===== src/rtl/trigger_mstage_pkg.sv =====
// Shared types for the multi-stage trigger.
//  - mode_e   : per-stage compare mode
//  - state_e  : top-level sequencer state
//  - cfg_t    : per-stage configuration word as written through cmd_i
//  - cfg_unpack() : turns a raw 32-bit command word into cfg_t, reserved bits zeroed
package trigger_mstage_pkg;

    typedef enum logic [1:0] {
        MODE_MATCH  = 2'b00,
        MODE_RISE   = 2'b01,
        MODE_FALL   = 2'b10,
        MODE_CHANGE = 2'b11
    } mode_e;

    typedef enum logic [1:0] {
        ST_IDLE  = 2'b00,
        ST_ARMED = 2'b01,
        ST_RUN   = 2'b10
    } state_e;

    // Bit positions of the configuration fields inside cmd_i.
    localparam int CFG_DELAY_LSB = 0;
    localparam int CFG_LEVEL_LSB = 16;
    localparam int CFG_MODE_LSB  = 18;
    localparam int CFG_START_BIT = 27;
    localparam int CFG_OCC_LSB   = 28;

    typedef struct packed {
        logic [3:0]  occ;     // hits needed = occ + 1
        logic        start;   // completion fires capture instead of advancing level
        logic [6:0]  rsvd;
        mode_e       mode;
        logic [1:0]  level;   // level at which this stage is evaluated
        logic [15:0] delay;   // strobes between match and completion
    } cfg_t;

    function automatic cfg_t cfg_unpack(input logic [31:0] raw);
        cfg_t c;
        c.occ   = raw[CFG_OCC_LSB +: 4];
        c.start = raw[CFG_START_BIT];
        c.rsvd  = '0;
        c.mode  = mode_e'(raw[CFG_MODE_LSB +: 2]);
        c.level = raw[CFG_LEVEL_LSB +: 2];
        c.delay = raw[CFG_DELAY_LSB +: 16];
        return c;
    endfunction

endpackage


===== src/rtl/trigger_mstage_if.sv =====
// Command / sample / status bundle of the multi-stage trigger.
//  master : drives commands and samples, observes run/armed/level
//  slave  : the trigger itself
//  cmd_i, exec_i, set_*_i, stg_i : configuration writes
//  arm_i                         : arm pulse
//  stb_i, smpls_i                : sample strobe and word
//  run_o, armed_o, lvl_o         : status
interface trigger_mstage_if #(
    parameter int STAGES = 4,
    parameter int WIDTH  = 32,
    parameter int LVL_W  = 2
);
    localparam int SW = $clog2(STAGES);

    logic [31:0]      cmd_i;
    logic             exec_i;
    logic             set_mask_i;
    logic             set_val_i;
    logic             set_cfg_i;
    logic [SW-1:0]    stg_i;
    logic             arm_i;
    logic             stb_i;
    logic [WIDTH-1:0] smpls_i;
    logic             run_o;
    logic             armed_o;
    logic [LVL_W-1:0] lvl_o;

    modport master (
        output cmd_i, exec_i, set_mask_i, set_val_i, set_cfg_i, stg_i,
        output arm_i, stb_i, smpls_i,
        input  run_o, armed_o, lvl_o
    );

    modport slave (
        input  cmd_i, exec_i, set_mask_i, set_val_i, set_cfg_i, stg_i,
        input  arm_i, stb_i, smpls_i,
        output run_o, armed_o, lvl_o
    );
endinterface


===== src/rtl/trigger_mstage_stage.sv =====
// One trigger stage: mask/value/config registers, occurrence and delay counters.
//  clk_i, rst_in  : clock, asynchronous active-low reset
//  clr_i          : arm pulse, clears counters (not configuration)
//  act_i          : strobe that this stage must evaluate (armed, level matches)
//  we_*_i, cmd_i  : register writes
//  smpl_i, prev_i, prev_vld_i : current sample, previous sample and its validity
//  level_o, start_o : configured level and start flag
//  done_o         : stage completes on the current strobe (combinational)
module trigger_mstage_stage
    import trigger_mstage_pkg::*;
#(
    parameter int WIDTH = 32,
    parameter int DLY_W = 16
) (
    input  logic             clk_i,
    input  logic             rst_in,
    input  logic             clr_i,
    input  logic             act_i,
    input  logic             we_mask_i,
    input  logic             we_val_i,
    input  logic             we_cfg_i,
    input  logic [31:0]      cmd_i,
    input  logic [WIDTH-1:0] smpl_i,
    input  logic [WIDTH-1:0] prev_i,
    input  logic             prev_vld_i,
    output logic [1:0]       level_o,
    output logic             start_o,
    output logic             done_o
);

    logic [WIDTH-1:0] mask_reg;
    logic [WIDTH-1:0] value_reg;
    cfg_t             cfg_reg;
    logic [3:0]       occ_cnt_reg, occ_cnt_next;
    logic [DLY_W-1:0] dly_cnt_reg, dly_cnt_next;
    logic             busy_reg, busy_next;
    logic             hit;
    logic [DLY_W-1:0] dly_load;
    logic             unused_rsvd;

    assign unused_rsvd = ^cfg_reg.rsvd;
    assign level_o     = cfg_reg.level;
    assign start_o     = cfg_reg.start;
    assign dly_load    = DLY_W'(cfg_reg.delay);

    // Edge modes need a valid previous sample, so the first strobe after arm never hits.
    always_comb begin
        hit = 1'b0;
        case (cfg_reg.mode)
            MODE_MATCH:  hit = ((smpl_i ^ value_reg) & mask_reg) == '0;
            MODE_RISE:   hit = prev_vld_i && ((~prev_i & smpl_i & mask_reg & value_reg) != '0);
            MODE_FALL:   hit = prev_vld_i && ((prev_i & ~smpl_i & mask_reg & value_reg) != '0);
            MODE_CHANGE: hit = prev_vld_i && (((prev_i ^ smpl_i) & mask_reg) != '0);
            default:     hit = 1'b0;
        endcase
    end

    // While the delay runs the stage ignores hits and only counts strobes down.
    always_comb begin
        occ_cnt_next = occ_cnt_reg;
        dly_cnt_next = dly_cnt_reg;
        busy_next    = busy_reg;
        done_o       = 1'b0;
        if (clr_i) begin
            occ_cnt_next = '0;
            dly_cnt_next = '0;
            busy_next    = 1'b0;
        end else if (act_i) begin
            if (busy_reg) begin
                dly_cnt_next = dly_cnt_reg - DLY_W'(1);
                if (dly_cnt_reg == DLY_W'(1)) begin
                    busy_next = 1'b0;
                    done_o    = 1'b1;
                end
            end else if (hit) begin
                if (occ_cnt_reg == cfg_reg.occ) begin
                    occ_cnt_next = '0;
                    if (dly_load == '0) begin
                        done_o = 1'b1;
                    end else begin
                        dly_cnt_next = dly_load;
                        busy_next    = 1'b1;
                    end
                end else begin
                    occ_cnt_next = occ_cnt_reg + 4'd1;
                end
            end
        end
    end

    always_ff @(posedge clk_i or negedge rst_in) begin
        if (!rst_in) begin
            mask_reg    <= '0;
            value_reg   <= '0;
            cfg_reg     <= '0;
            occ_cnt_reg <= '0;
            dly_cnt_reg <= '0;
            busy_reg    <= 1'b0;
        end else begin
            if (we_mask_i) mask_reg  <= cmd_i[WIDTH-1:0];
            if (we_val_i)  value_reg <= cmd_i[WIDTH-1:0];
            if (we_cfg_i)  cfg_reg   <= cfg_unpack(cmd_i);
            occ_cnt_reg <= occ_cnt_next;
            dly_cnt_reg <= dly_cnt_next;
            busy_reg    <= busy_next;
        end
    end

endmodule


===== src/rtl/trigger_mstage.sv =====
// Multi-stage sample trigger with level sequencer.
//  clk_i  : clock
//  rst_in : asynchronous active-low reset, clears configuration as well
//  bus    : trigger_mstage_if.slave (commands, samples, run/armed/level status)
// The top owns the IDLE/ARMED/RUN sequencer, the current level and the
// previous sample; each stage reports completion for the current strobe.
module trigger_mstage
    import trigger_mstage_pkg::*;
#(
    parameter int STAGES = 4,
    parameter int WIDTH  = 32,
    parameter int LVL_W  = 2,
    parameter int DLY_W  = 16
) (
    input  logic             clk_i,
    input  logic             rst_in,
    trigger_mstage_if.slave  bus
);

    state_e           state_reg, state_next;
    logic             run_reg, run_next;
    logic [LVL_W-1:0] lvl_reg, lvl_next;
    logic [WIDTH-1:0] prev_reg, prev_next;
    logic             prev_vld_reg, prev_vld_next;

    logic [STAGES-1:0] done_w;
    logic [STAGES-1:0] start_w;
    logic [STAGES-1:0] act_w;
    logic [1:0]        level_w [STAGES];
    logic              armed_stb;
    logic              fire;
    logic              advance;

    // Arm takes precedence over a coincident strobe.
    assign armed_stb = (state_reg == ST_ARMED) && bus.stb_i && !bus.arm_i;

    generate
        for (genvar gi = 0; gi < STAGES; gi++) begin : g_stage
            logic sel;
            assign sel       = bus.exec_i && (int'(bus.stg_i) == gi);
            assign act_w[gi] = armed_stb &&
                               ((LVL_W + 2)'(level_w[gi]) == (LVL_W + 2)'(lvl_reg));

            trigger_mstage_stage #(
                .WIDTH (WIDTH),
                .DLY_W (DLY_W)
            ) u_stage (
                .clk_i      (clk_i),
                .rst_in     (rst_in),
                .clr_i      (bus.arm_i),
                .act_i      (act_w[gi]),
                .we_mask_i  (sel && bus.set_mask_i),
                .we_val_i   (sel && bus.set_val_i),
                .we_cfg_i   (sel && bus.set_cfg_i),
                .cmd_i      (bus.cmd_i),
                .smpl_i     (bus.smpls_i),
                .prev_i     (prev_reg),
                .prev_vld_i (prev_vld_reg),
                .level_o    (level_w[gi]),
                .start_o    (start_w[gi]),
                .done_o     (done_w[gi])
            );
        end
    endgenerate

    assign fire    = |(done_w & start_w);
    assign advance = |(done_w & ~start_w);

    // Fire and level advance are independent: both may happen on one strobe,
    // and the level moves by one no matter how many stages completed.
    always_comb begin
        state_next    = state_reg;
        run_next      = run_reg;
        lvl_next      = lvl_reg;
        prev_next     = prev_reg;
        prev_vld_next = prev_vld_reg;
        if (bus.arm_i) begin
            state_next    = ST_ARMED;
            run_next      = 1'b0;
            lvl_next      = '0;
            prev_vld_next = 1'b0;
        end else if (armed_stb) begin
            prev_next     = bus.smpls_i;
            prev_vld_next = 1'b1;
            if (advance && (lvl_reg != {LVL_W{1'b1}})) begin
                lvl_next = lvl_reg + LVL_W'(1);
            end
            if (fire) begin
                state_next = ST_RUN;
                run_next   = 1'b1;
            end
        end
    end

    always_ff @(posedge clk_i or negedge rst_in) begin
        if (!rst_in) begin
            state_reg    <= ST_IDLE;
            run_reg      <= 1'b0;
            lvl_reg      <= '0;
            prev_reg     <= '0;
            prev_vld_reg <= 1'b0;
        end else begin
            state_reg    <= state_next;
            run_reg      <= run_next;
            lvl_reg      <= lvl_next;
            prev_reg     <= prev_next;
            prev_vld_reg <= prev_vld_next;
        end
    end

    assign bus.run_o   = run_reg;
    assign bus.armed_o = (state_reg == ST_ARMED);
    assign bus.lvl_o   = lvl_reg;

endmodule


===== src/flat_wrapper.sv =====
// flat-port wrapper written by rule: the top's interface ports become plain ports
module trigger_mstage_flat import trigger_mstage_pkg::*;
#(
    parameter int STAGES = 4,
    parameter int WIDTH  = 32,
    parameter int LVL_W  = 2,
    parameter int DLY_W  = 16
)
  (clk_i, rst_in, bus_cmd_i, bus_exec_i, bus_set_mask_i, bus_set_val_i, bus_set_cfg_i, bus_stg_i, bus_arm_i, bus_stb_i, bus_smpls_i, bus_run_o, bus_armed_o, bus_lvl_o);
  trigger_mstage_if #(.STAGES(STAGES), .WIDTH(WIDTH), .LVL_W(LVL_W)) bus_i ();
  input  logic clk_i;
  input  logic rst_in;
  input wire logic [$bits(bus_i.cmd_i)-1:0] bus_cmd_i;
  input wire logic [$bits(bus_i.exec_i)-1:0] bus_exec_i;
  input wire logic [$bits(bus_i.set_mask_i)-1:0] bus_set_mask_i;
  input wire logic [$bits(bus_i.set_val_i)-1:0] bus_set_val_i;
  input wire logic [$bits(bus_i.set_cfg_i)-1:0] bus_set_cfg_i;
  input wire logic [$bits(bus_i.stg_i)-1:0] bus_stg_i;
  input wire logic [$bits(bus_i.arm_i)-1:0] bus_arm_i;
  input wire logic [$bits(bus_i.stb_i)-1:0] bus_stb_i;
  input wire logic [$bits(bus_i.smpls_i)-1:0] bus_smpls_i;
  output wire logic [$bits(bus_i.run_o)-1:0] bus_run_o;
  output wire logic [$bits(bus_i.armed_o)-1:0] bus_armed_o;
  output wire logic [$bits(bus_i.lvl_o)-1:0] bus_lvl_o;
  assign bus_i.cmd_i = bus_cmd_i;
  assign bus_i.exec_i = bus_exec_i;
  assign bus_i.set_mask_i = bus_set_mask_i;
  assign bus_i.set_val_i = bus_set_val_i;
  assign bus_i.set_cfg_i = bus_set_cfg_i;
  assign bus_i.stg_i = bus_stg_i;
  assign bus_i.arm_i = bus_arm_i;
  assign bus_i.stb_i = bus_stb_i;
  assign bus_i.smpls_i = bus_smpls_i;
  assign bus_run_o = bus_i.run_o;
  assign bus_armed_o = bus_i.armed_o;
  assign bus_lvl_o = bus_i.lvl_o;
  trigger_mstage #(.STAGES(STAGES), .WIDTH(WIDTH), .LVL_W(LVL_W), .DLY_W(DLY_W)) u_core (.clk_i(clk_i), .rst_in(rst_in), .bus(bus_i));
endmodule

===== config.mk =====
export PLATFORM = sky130hd
export DESIGN_NAME = trigger_mstage_flat
export DESIGN_NICKNAME = d
export VERILOG_FILES = /design/src/rtl/trigger_mstage_pkg.sv /design/src/rtl/trigger_mstage_if.sv /design/src/rtl/trigger_mstage_stage.sv /design/src/rtl/trigger_mstage.sv /design/src/flat_wrapper.sv
export SDC_FILE = /design/constraint.sdc
export NUM_CORES = 1
export LEC_CHECK = 0
export CORE_MARGIN = 5
export CORE_UTILIZATION = 50
export DETAILED_ROUTE_END_ITERATION = 6
export PLACE_DENSITY = 0.74
export SYNTH_ARGS = -nofsm -noshare
export SYNTH_HDL_FRONTEND = slang
export SYNTH_SLANG_ARGS = --single-unit
export TNS_END_PERCENT = 50

===== constraint.sdc =====
create_clock -name clk_i -period 3.68 [get_ports clk_i]
set_input_delay 0.736 -clock clk_i [delete_from_list [all_inputs] [get_ports clk_i]]
set_output_delay 0.736 -clock clk_i [all_outputs]
set_load 0.01 [all_outputs]

==> results of run 1 <==
-- cell type report --
class                      count  area (sq um)  share of cell area
sequential                   477         11900               0.372
antenna                        7          17.5            0.000546
tap                          688           861              0.0269
clock inverter                32           472              0.0147
clock buffer                  65          1450              0.0453
inverter                     149           559              0.0174
timing repair buffer         361          3110              0.0969
multi-input combinational   1797         13600               0.426
-- worst max-delay path: stages --
cell             delay (ns)
clkdlybuf4s50_1        0.50
inv_1                  0.06
ha_1                   0.34
nor2b_1                0.08
a2111o_1               0.45
nor4_4                 0.31
nand4_1                0.26
o2111ai_2              0.18
o2bb2ai_2              0.16
a31oi_2                0.28
nor2_1                 0.07
o41a_1                 0.45
mux2_1                 0.32
-- cells by family (layout without fill, tap and decap cells) --
kind of cell               after synthesis  count (layout)  share of synthesized area
buffers and inverters                  287             607                     0.0414
DFF                                    477             477                      0.454
muxes                                  358             358                      0.153
xor gates and xnor gates               155             155                     0.0516
other                                    0               7                          0
adders and majority gates               77              77                     0.0366
and+or+nand+nor                        805             806                      0.157
AOI/OAI and AO/OA                      401             401                      0.106
-- synthesized netlist by cell type (60+ instances only) --
cell,instances
dfrtp_1,477
nand4_1,83
o21ai_0,93
ha_1,77
mux2_2,349
xor2_1,140
a21oi_1,69
clkbuf_1,99
nand3_1,290
inv_1,147
a22oi_1,60
nand2_1,166
-- report_power, final --
group	switching, mW	internal, mW
Clock	2.37	3.47
Combinational	2.97	2.36
Sequential	1.46	6.19
Total	6.79	12.0
-- layer usage --
layer / share of wire / track usage
met5: 0.00011 / 0
met4: 0.086 / 0.279
met3: 0.078 / 0.0849
met2: 0.45 / 0.651
met1: 0.39 / 0.525
-- repair_timing --
action,4_1_cts,5_1_grt
pin swaps,5,19
hold buffers,0,0
cloned,1,0
gates resized for setup,28,40
endpoints found under the setup margin,47,26
setup buffers,1,3
-- worst max path at each step --
stage                          from                                                   end  cells past startpoint
global route         bus_smpls_i[1]                       u_core.bus.lvl_o[0]$_DFFE_PN0P_                     15
floorplan           bus_smpls_i[31]                       u_core.bus.lvl_o[0]$_DFFE_PN0P_                     13
detailed placement   bus_smpls_i[7]  u_core.g_stage[1].u_stage.dly_cnt_reg[0]$_DFFE_PN0P_                     15
finish              bus_smpls_i[22]                       u_core.bus.lvl_o[0]$_DFFE_PN0P_                     13
CTS                  bus_smpls_i[9]                          u_core.bus.run_o$_DFFE_PN0P_                     15
global placement    bus_smpls_i[28]                       u_core.bus.lvl_o[0]$_DFFE_PN0P_                     13
==> results.md, run 1 <==
- Worst-case clock buffer depth: 3
- Post-route insts no fill: 3,576
- Detailed Routing Iterations Pass 1: 6
- Synth Net Count: 2,711
- VDD IR-drop max: 417 uV
- DR iter-0 viols: 2,934
- Most frequent cells in the layout: 477 x dfrtp_1, 349 x mux2_2, 288 x nand3_1, 269 x buf_4, 159 x nand2_1
- Initial Util: 0.502
- Detail Placement HPWL: 93,700 microns
- Number of buffers created by CTS: 53
- Fmax: 270 MHz
- Post-place setup slack: -1.06 ns
- IO Port Bufs: 77
- Number of global-route vias before repair: 23,200
- Die area: 57,300 sq um
- Post-Synthesis Cells: 2,560
- Worst r2r dst: u_core.bus.lvl_o[0]$_DFFE_PN0P_
- Max H-tree Level: 2
- Nets: 2,990
- DRC viols: 0
- Failing checks: setup timing
- Final setup vio count: 2
- Synth top area share: 0.454
- Synth area leaders: dfrtp_1 45%, mux2_2 15%, nand3_1 5.5%, xor2_1 4.7%, ha_1 3.7%
- Final Skew: 0.0218 ns
- Area Growth Syn to Fin: 21.9%
- Max-capacitance violation count: 0
- Core footprint: 52,300 sq um
- Cells after DPL: 3,467
- Global Route Usage Sum: 0.417
- Worst setup SP type: input port
- Global-route wire length before repair: 171,000 microns
- CTS tree: done
- Fin. Hold Viols: 0
- Pleak: 14.2 nW
- Fillers: 4,233
- Status: finished with violations
- Largest net degree at the start of global routing: 92
- WS Path Type: in2reg
- Crit-path max FO: 5
- Warnings from Yosys: 0
- Setup TNS: -0.0298 ns
- WP data required: 4.17 ns
- Die Y-Extent: 239 microns
- Post-Route WL: 121,000 microns
- Critical path arrival: 4.20 ns
- Worst R2R Setup Slack: 0.26 ns
- RR Startpoint: u_core.prev_reg[26]$_DFFE_PN0P_
- Gr ovfl total: 0
- Seq cells post-synth: 477
- Worst-Margin Slew: 1.33 ns
- Clk root buf: clkbuf_16
- Post-synth EDFFs: 0
- CTS Sinks: 477
- Commonest non-fill, non-tap cell in the layout: dfrtp_1
- R2R depth: 11
- Post-DR wirelength/cell: 33.9 microns
- Pwr Density: 587 nW/um^2
- Hold_ws: 0.0923 ns
- Vias per cell: 6.57
- Top FF cell, synth: dfrtp_1
- Final Util: 0.612
- Rows: 84
- Sequential-to-total area share from yosys stat: 0.454
- Total Power: 18.8 mW
- Critical path endpoint category: register
- DP Area: 29,700 sq um
- I/O pins: 78
- Layout cells sized above 1: 0.285
- Worst min path class: in2async
- Max-slew violations: 0
- Max_slew headroom: 0.110
- Die X: 239 microns
- Final Instance Area: 32,100 sq um
- Clk slew on worst S/H paths: 0.06 ns
- Initial antenna violation count: 7
- Synth cell types: 68
- Tmin final: 3.71 ns
- Synth Area per Inst: 10.3 sq um
- Detailed-route via count: 23,500
- Final period utilization: 1.01
- Area leader, netlist: dfrtp_1
- Final setup margin: -0.0282 ns
- RD Place Congestion: 1.09
- Cell Area, Synth: 26,300 sq um
- Antenna viol nets, final: 0
- Worst-skew pair later-pin latency: 0.62 ns
- Async set-reset flop share out of synthesis: 1.00
(Power assumes the default switching activity.)
==> inputs of run 2 (changes only) <==
--- a/config.mk
+++ b/config.mk
@@ -7,8 +7,10 @@
 export LEC_CHECK = 0
 export CORE_MARGIN = 5
 export CORE_UTILIZATION = 50
+export CTS_CLUSTER_SIZE = 20
 export DETAILED_ROUTE_END_ITERATION = 6
 export PLACE_DENSITY = 0.74
+export SLEW_MARGIN = 0
 export SYNTH_ARGS = -nofsm -noshare
 export SYNTH_HDL_FRONTEND = slang
 export SYNTH_SLANG_ARGS = --single-unit
==> results of run 2 <==
The final DEF is identical to that of run 1; final timing and power are the same.
